$ cat src/rtl/axi_ram_init_pkg.sv
// Shared state encoding and AXI field encodings for the RAM init controller.
package axi_ram_init_pkg;

   typedef enum logic [2:0] {
      ST_IDLE,
      ST_WR_AW,
      ST_WR_W,
      ST_WR_B,
      ST_RD_AR,
      ST_RD_R,
      ST_DONE
   } state_t;

   localparam logic [1:0] AXI_RESP_OKAY  = 2'b00;
   localparam logic [1:0] AXI_BURST_INCR = 2'b01;
   localparam logic [2:0] AXI_SIZE_8B    = 3'd3;
   localparam int         BEAT_BYTES     = 8;

endpackage

$ cat src/rtl/axi_ram_init_pattern.sv
// Address-tagged fill word: combinational, zero latency, no flow control.
module axi_ram_init_pattern #(
   parameter logic [63:0] FILL_PATTERN = 64'h0
) (
   input  logic [31:0] addr,
   output logic [63:0] data
);

   assign data = FILL_PATTERN ^ {32'h0, addr};

endmodule

$ cat src/rtl/axi_ram_init_ctrl.sv
// Fills RAM with an address-tagged pattern in INCR bursts, one burst in flight; stalls on AXI ready/valid.
// Readback check is built only with RAM_INIT_VERIFY_EN; flags rise one cycle after the final/failing handshake.
module axi_ram_init_ctrl
   import axi_ram_init_pkg::*;
#(
   parameter int unsigned MEM_SIZE     = 32'h10000,
   parameter logic [31:0] BASE_ADDR    = 32'h0,
   parameter int          BURST_LEN    = 16,
   parameter int          ID_WIDTH     = 6,
   parameter logic [63:0] FILL_PATTERN = 64'h0
) (
   input  logic                clk,
   input  logic                rst,
   input  logic                i_start,
   output logic                o_init_done,
   output logic                o_init_error,
   output logic [ID_WIDTH-1:0] o_awid,
   output logic [31:0]         o_awaddr,
   output logic [7:0]          o_awlen,
   output logic [2:0]          o_awsize,
   output logic [1:0]          o_awburst,
   output logic                o_awvalid,
   input  logic                i_awready,
   output logic [63:0]         o_wdata,
   output logic [7:0]          o_wstrb,
   output logic                o_wlast,
   output logic                o_wvalid,
   input  logic                i_wready,
   input  logic [ID_WIDTH-1:0] i_bid,
   input  logic [1:0]          i_bresp,
   input  logic                i_bvalid,
   output logic                o_bready,
   output logic [ID_WIDTH-1:0] o_arid,
   output logic [31:0]         o_araddr,
   output logic [7:0]          o_arlen,
   output logic [2:0]          o_arsize,
   output logic [1:0]          o_arburst,
   output logic                o_arvalid,
   input  logic                i_arready,
   input  logic [ID_WIDTH-1:0] i_rid,
   input  logic [63:0]         i_rdata,
   input  logic [1:0]          i_rresp,
   input  logic                i_rlast,
   input  logic                i_rvalid,
   output logic                o_rready
);

   localparam int unsigned        BURST_BYTES = BURST_LEN * BEAT_BYTES;
   localparam int unsigned        NUM_BURSTS  = MEM_SIZE / BURST_BYTES;
   localparam int                 BURST_W     = $clog2(NUM_BURSTS) + 1;
   localparam int                 BEAT_W      = $clog2(BURST_LEN) + 1;
   localparam logic [BURST_W-1:0] LAST_BURST  = BURST_W'(NUM_BURSTS - 1);
   localparam logic [BEAT_W-1:0]  LAST_BEAT   = BEAT_W'(BURST_LEN - 1);
   localparam logic [7:0]         AXI_LEN     = 8'(BURST_LEN - 1);

   state_t               state, nxt_state;
   logic [31:0]          burst_addr, nxt_burst_addr;
   logic [31:0]          beat_addr, nxt_beat_addr;
   logic [BURST_W-1:0]   burst_cnt, nxt_burst_cnt;
   logic [BEAT_W-1:0]    beat_cnt, nxt_beat_cnt;
   logic                 done_q, nxt_done;
   logic                 error_q, nxt_error;
   logic [63:0]          pat_data;
   logic                 last_beat;
   logic                 last_burst;
   logic                 aw_phase;
   logic                 w_phase;

   // One generator serves both phases: only one of them walks beat_addr at a time.
   axi_ram_init_pattern #(
      .FILL_PATTERN(FILL_PATTERN)
   ) u_pattern (
      .addr(beat_addr),
      .data(pat_data)
   );

   assign last_beat  = (beat_cnt == LAST_BEAT);
   assign last_burst = (burst_cnt == LAST_BURST);

`ifdef RAM_INIT_VERIFY_EN
   logic rd_bad;
   assign rd_bad = (i_rdata != pat_data) || (i_rresp != AXI_RESP_OKAY) || (i_rlast != last_beat);
`endif

   always_comb begin
      nxt_state      = state;
      nxt_burst_addr = burst_addr;
      nxt_beat_addr  = beat_addr;
      nxt_burst_cnt  = burst_cnt;
      nxt_beat_cnt   = beat_cnt;
      nxt_done       = done_q;
      nxt_error      = error_q;
      case (state)
         ST_IDLE, ST_DONE: begin
            if (i_start) begin
               nxt_state      = ST_WR_AW;
               nxt_burst_addr = BASE_ADDR;
               nxt_beat_addr  = BASE_ADDR;
               nxt_burst_cnt  = '0;
               nxt_beat_cnt   = '0;
               nxt_done       = 1'b0;
               nxt_error      = 1'b0;
            end
         end
         ST_WR_AW: begin
            if (i_awready) begin
               nxt_state     = ST_WR_W;
               nxt_beat_addr = burst_addr;
               nxt_beat_cnt  = '0;
            end
         end
         ST_WR_W: begin
            if (i_wready) begin
               nxt_beat_addr = beat_addr + 32'd8;
               nxt_beat_cnt  = beat_cnt + 1'b1;
               if (last_beat) nxt_state = ST_WR_B;
            end
         end
         ST_WR_B: begin
            if (i_bvalid) begin
               if (i_bresp != AXI_RESP_OKAY) begin
                  nxt_state = ST_DONE;
                  nxt_done  = 1'b1;
                  nxt_error = 1'b1;
               end else if (!last_burst) begin
                  nxt_state      = ST_WR_AW;
                  nxt_burst_cnt  = burst_cnt + 1'b1;
                  nxt_burst_addr = burst_addr + BURST_BYTES;
               end else begin
`ifdef RAM_INIT_VERIFY_EN
                  nxt_state      = ST_RD_AR;
                  nxt_burst_cnt  = '0;
                  nxt_burst_addr = BASE_ADDR;
`else
                  nxt_state      = ST_DONE;
                  nxt_done       = 1'b1;
`endif
               end
            end
         end
`ifdef RAM_INIT_VERIFY_EN
         ST_RD_AR: begin
            if (i_arready) begin
               nxt_state     = ST_RD_R;
               nxt_beat_addr = burst_addr;
               nxt_beat_cnt  = '0;
            end
         end
         ST_RD_R: begin
            if (i_rvalid) begin
               nxt_beat_addr = beat_addr + 32'd8;
               nxt_beat_cnt  = beat_cnt + 1'b1;
               if (rd_bad) begin
                  nxt_state = ST_DONE;
                  nxt_done  = 1'b1;
                  nxt_error = 1'b1;
               end else if (last_beat) begin
                  if (!last_burst) begin
                     nxt_state      = ST_RD_AR;
                     nxt_burst_cnt  = burst_cnt + 1'b1;
                     nxt_burst_addr = burst_addr + BURST_BYTES;
                  end else begin
                     nxt_state = ST_DONE;
                     nxt_done  = 1'b1;
                  end
               end
            end
         end
`endif
         default: nxt_state = ST_IDLE;
      endcase
   end

   always_ff @(posedge clk) begin
      if (rst) begin
         state      <= ST_IDLE;
         burst_addr <= BASE_ADDR;
         beat_addr  <= BASE_ADDR;
         burst_cnt  <= '0;
         beat_cnt   <= '0;
         done_q     <= 1'b0;
         error_q    <= 1'b0;
      end else begin
         state      <= nxt_state;
         burst_addr <= nxt_burst_addr;
         beat_addr  <= nxt_beat_addr;
         burst_cnt  <= nxt_burst_cnt;
         beat_cnt   <= nxt_beat_cnt;
         done_q     <= nxt_done;
         error_q    <= nxt_error;
      end
   end

   // Payload fields are gated by their phase so every output idles at zero.
   assign aw_phase     = (state == ST_WR_AW);
   assign w_phase      = (state == ST_WR_W);
   assign o_init_done  = done_q;
   assign o_init_error = error_q;
   assign o_awid       = '0;
   assign o_awaddr     = aw_phase ? burst_addr : 32'h0;
   assign o_awlen      = aw_phase ? AXI_LEN : 8'h0;
   assign o_awsize     = aw_phase ? AXI_SIZE_8B : 3'd0;
   assign o_awburst    = aw_phase ? AXI_BURST_INCR : 2'b00;
   assign o_awvalid    = aw_phase;
   assign o_wdata      = w_phase ? pat_data : 64'h0;
   assign o_wstrb      = w_phase ? 8'hFF : 8'h00;
   assign o_wlast      = w_phase && last_beat;
   assign o_wvalid     = w_phase;
   assign o_bready     = (state == ST_WR_B);
   assign o_arid       = '0;

`ifdef RAM_INIT_VERIFY_EN
   logic ar_phase;
   assign ar_phase  = (state == ST_RD_AR);
   assign o_araddr  = ar_phase ? burst_addr : 32'h0;
   assign o_arlen   = ar_phase ? AXI_LEN : 8'h0;
   assign o_arsize  = ar_phase ? AXI_SIZE_8B : 3'd0;
   assign o_arburst = ar_phase ? AXI_BURST_INCR : 2'b00;
   assign o_arvalid = ar_phase;
   assign o_rready  = (state == ST_RD_R);

   logic unused_ids;
   assign unused_ids = ^{i_bid, i_rid};
`else
   logic rready_q;
   // Read channel is left permanently drained once out of reset.
   always_ff @(posedge clk) begin
      if (rst) rready_q <= 1'b0;
      else     rready_q <= 1'b1;
   end

   assign o_araddr  = 32'h0;
   assign o_arlen   = 8'h0;
   assign o_arsize  = 3'd0;
   assign o_arburst = 2'b00;
   assign o_arvalid = 1'b0;
   assign o_rready  = rready_q;

   logic unused_rd;
   assign unused_rd = ^{i_bid, i_rid, i_arready, i_rdata, i_rresp, i_rlast, i_rvalid, pat_data[0]};
`endif

endmodule

$ cat config.mk
export PLATFORM = sky130hd
export DESIGN_NAME = axi_ram_init_ctrl
export DESIGN_NICKNAME = d
export VERILOG_FILES = /design/src/rtl/axi_ram_init_pkg.sv /design/src/rtl/axi_ram_init_pattern.sv /design/src/rtl/axi_ram_init_ctrl.sv
export SDC_FILE = /design/constraint.sdc
export NUM_CORES = 1
export LEC_CHECK = 0
export CORE_MARGIN = 3
export CORE_UTILIZATION = 45
export DETAILED_ROUTE_END_ITERATION = 10
export GPL_TIMING_DRIVEN = 0
export PLACE_DENSITY = 0.88
export SLEW_MARGIN = 40
export SYNTH_ARGS = -nofsm -noshare
export SYNTH_HDL_FRONTEND = slang
export SYNTH_SLANG_ARGS = --single-unit
$ cat constraint.sdc
create_clock -name clk -period 3.4 [get_ports clk]
set_clock_uncertainty 0.2 [all_clocks]
set_input_delay 0.68 -clock clk [delete_from_list [all_inputs] [get_ports clk]]
set_output_delay 0.68 -clock clk [all_outputs]
set_load 0.005 [all_outputs]
==> impl_metrics.prom <==
# TYPE chip_impl_metric gauge
chip_impl_info{name="status",value="finished, final reports clean"} 1
chip_impl_info{name="critical-path-top-delay-family",value="buffers and inverters"} 1
chip_impl_metric{name="number_of_antenna_violations_at_the_first_check_in_global_routing",unit=""} 0
chip_impl_metric{name="worst-slew-pin-transition",unit="ps"} 724
chip_impl_metric{name="worst-path-max-fanout",unit=""} 10
chip_impl_metric{name="critical_path_required",unit="ps"} 2520
chip_impl_metric{name="grt_first_pass_wirelength",unit="mm"} 24.6
chip_impl_info{name="slowest_cp_cell",value="clkdlybuf4s50_1"} 1
chip_impl_info{name="rsz_0062_raised_after_global_routing",value="no"} 1
chip_impl_metric{name="finish.utilization",unit="%"} 62.1
chip_impl_metric{name="n_antenna_cell",unit=""} 0
chip_impl_metric{name="synthArstFlopShare",unit="%"} 0
chip_impl_metric{name="warnings_synthesis",unit=""} 0
chip_impl_metric{name="syn_to_final_growth",unit="%"} 32.1
chip_impl_metric{name="syn_area_per_cell",unit="um2"} 7.61
chip_impl_metric{name="cts.htree.levels",unit=""} 3
chip_impl_info{name="min_path_type",value="reg -> reg"} 1
chip_impl_metric{name="layout_setup_ws",unit="ps"} 94.2
chip_impl_metric{name="place.gp.congestion",unit=""} 0.934
chip_impl_info{name="layout.cells.most_common",value="buf_4"} 1
chip_impl_metric{name="synth-seq-area-share",unit="%"} 27.6
chip_impl_metric{name="io_buffer_count",unit=""} 85
chip_impl_metric{name="synthDistinctLibCells",unit=""} 65
chip_impl_metric{name="timing_max_transition_violations_final",unit=""} 0
chip_impl_metric{name="postCtsHoldBufs",unit=""} 0
chip_impl_metric{name="vdd_drop_max",unit="mV"} 0.225
chip_impl_metric{name="cts-buffers-inserted",unit=""} 9
chip_impl_metric{name="grt.total_usage",unit="%"} 22.2
chip_impl_metric{name="hpwl",unit="mm"} 11.8
chip_impl_metric{name="vias",unit=""} 5815
chip_impl_info{name="cts_tree",value="yes"} 1
chip_impl_metric{name="hold_viol_final",unit=""} 0
chip_impl_metric{name="number_of_buffers_and_inverters_on_the_critical_path",unit=""} 5
chip_impl_metric{name="final_min_period_over_clock_period",unit="%"} 97.2
chip_impl_info{name="timing.rr.start",value="burst_addr[7]$_SDFFE_PP0P_"} 1
chip_impl_metric{name="global_route.overflow_total",unit=""} 0
chip_impl_metric{name="min_period",unit="ps"} 3310
chip_impl_metric{name="grt_max_degree",unit=""} 19
chip_impl_metric{name="die_area",unit="um2"} 13600
chip_impl_metric{name="placementRows",unit=""} 39
chip_impl_metric{name="setup_tns",unit="ps"} 0
chip_impl_info{name="critPathKind",value="reg -> out"} 1
chip_impl_metric{name="num-fill-cells",unit=""} 1009
chip_impl_metric{name="detailedRoute.firstPassIterationCount",unit=""} 5
chip_impl_metric{name="drt_drc_violations_left",unit=""} 0
chip_impl_metric{name="share_of_final_layout_standard_cells_stronger_than_drive_strength_1",unit="%"} 18.7
chip_impl_metric{name="cts-root-to-sink-buffers",unit=""} 2
chip_impl_info{name="cts_root_buffer",value="clkbuf_16"} 1
chip_impl_metric{name="antenna_left",unit=""} 0
chip_impl_metric{name="nNetsFinal",unit=""} 1017
chip_impl_metric{name="pre_cts_slack",unit="ps"} -20.2
chip_impl_metric{name="worst-endpoint-arrival",unit="ps"} 2430
chip_impl_metric{name="clk-insertion-delay-late",unit="ps"} 340
chip_impl_metric{name="total_leakage_power",unit="nW"} 3.06
chip_impl_metric{name="detail_route.iter0.violations",unit=""} 661
chip_impl_metric{name="netlist_area",unit="um2"} 5510
chip_impl_metric{name="postSynthRegisterBits",unit=""} 76
chip_impl_metric{name="cp_slowest_stage_delay",unit="ps"} 510
chip_impl_metric{name="placedInstanceArea",unit="um2"} 6920
chip_impl_metric{name="fmaxAchievable",unit="MHz"} 302
chip_impl_info{name="cp_cell_sequence",value="or3b_1 > clkbuf_1 > inv_1 > buf_4 > clkbuf_4 > and2_1 > clkdlybuf4s50_1"} 1
chip_impl_metric{name="core_area",unit="um2"} 11700
chip_impl_metric{name="timing.final.setup_violations",unit=""} 0
chip_impl_metric{name="post-layout-total-power",unit="mW"} 2.71
chip_impl_metric{name="ios",unit=""} 271
chip_impl_metric{name="drv_cap",unit=""} 0
chip_impl_metric{name="detail_route.vias_per_cell",unit=""} 5.43
chip_impl_metric{name="clk_pin_slew",unit="ps"} 60
chip_impl_info{name="min-delay-start",value="beat_addr[1]$_SDFFE_PP0P_"} 1
chip_impl_metric{name="avgRoutedWirePerCell",unit="um"} 14.8
chip_impl_metric{name="grt_pass1_vias",unit=""} 4940
chip_impl_metric{name="stdcell_area",unit="um2"} 7280
chip_impl_metric{name="clock-sinks",unit=""} 76
chip_impl_info{name="setup_crit_end_kind",value="primary output"} 1
chip_impl_info{name="cp-start-kind",value="flop"} 1
chip_impl_metric{name="number_of_enable_type_register_cells_in_the_synthesized_netlist",unit=""} 0
chip_impl_info{name="layout_common_cells",value="buf_4, conb_1, clkdlybuf4s50_1"} 1
chip_impl_metric{name="die_x",unit="um"} 117
chip_impl_metric{name="power.density_cell_area",unit="nW/um2"} 372
chip_impl_metric{name="slew_headroom",unit="%"} 51.7
chip_impl_info{name="ys.flop_type",value="dfxtp_1"} 1
chip_impl_info{name="worst_setup_path_startpoint",value="state[0]$_SDFFE_PP0P_"} 1
chip_impl_metric{name="detail_route.wirelength",unit="mm"} 15.9
chip_impl_metric{name="die-height",unit="um"} 117
chip_impl_metric{name="start_util",unit="%"} 47.0
chip_impl_metric{name="syn-instance-count",unit=""} 724
## flip-flops by register name, indices dropped and copies added (netlist names)
name	cells
beat_addr	30
burst_addr	25
burst_cnt	10
beat_cnt	5
state	3
o_init_done	1
o_init_error	1
o_rready	1
## synth_stat cells, types with 11 or more instances
cell type	n	area share, %
buf_4	123	17
dfxtp_1	76	28
nor2_1	59	4.0
and2_1	52	5.9
nand2_1	48	3.3
a21oi_1	45	4.1
nand3_1	33	3.0
o21ai_0	29	2.6
clkbuf_1	25	1.7
nor3_1	25	2.3
nand4_1	19	2.2
a31oi_1	18	2.0
inv_1	16	1.1
mux2i_1	15	2.7
buf_2	13	1.2
and3_1	11	1.2
## tightest hold or removal path, stage by stage (launching register included)
cell and delay (ps):
dfxtp_1 300, inv_1 70, nor2_1 50
## metal layers
metal / vias up / GRT usage [%] / part of all wire [%]
met5: - / 0 / 0
met4: 0 / 8.41 / 2.5
met3: 44 / 3.37 / 9.8
li1: 2773 / - / -
met2: 353 / 37.1 / 48
met1: 2645 / 29.1 / 40
## kinds of logic (layout without fill, tap and decap cells)
group / Yosys count / in the layout / share of synthesized area (%)
XOR/XNOR: 8 / 8 / 1.27
buffers and inverters: 178 / 279 / 20.9
AND/OR/NAND/NOR: 289 / 289 / 28.3
AO/OA/AOI/OAI: 152 / 152 / 18.0
multiplexers: 15 / 15 / 2.73
flip-flops: 76 / 76 / 27.6
other: 1 / 103 / 0.0681
adder cells (fa/ha/maj): 5 / 5 / 1.14
## where the power goes
group | internal (mW) | total, mW | switching (mW) | leakage, nW
sequential | 0.915 | 0.941 | 0.0253 | 0.614
combinational | 0.346 | 0.747 | 0.401 | 2.29
clock | 0.636 | 1.02 | 0.384 | 0.148
total | 1.90 | 2.71 | 0.811 | 3.06
## final timing paths
path | cells past startpoint | slack [ps] | to
worst min register to register | 2 | 260 | beat_addr[1]$_SDFFE_PP0P_
worst max-delay path | 7 | 90 | o_wlast
worst max register to register | 5 | 940 | burst_addr[19]$_SDFFE_PP0P_
worst min-delay path | 2 | 260 | beat_addr[1]$_SDFFE_PP0P_
## area by class of cell
cell class              count  area (um2)  share of cell area (%)
multi-input cells         572        3230                    44.4
flip-flops and latches     76        1520                    20.9
plain buffers             161        1110                    15.3
repair buffers             87         866                    11.9
clock buffers              10         229                    3.15
well taps                 143         179                    2.46
clock inverters             5        77.6                    1.07
inverters                  16        60.1                   0.825
## per-stage QoR
step	hold WS, ps	cells
floorplan	216	826
global placement	227	1054
detailed placement	240	1054
CTS	250	1069
global route	300	1070
finish	261	1070
## what timing repair did
action | CTS | global route
endpoints found under the setup margin | 46 | 26
buffers inserted | 0 | 2
gates resized for setup | 7 | 5
(Power assumes the default switching activity.)
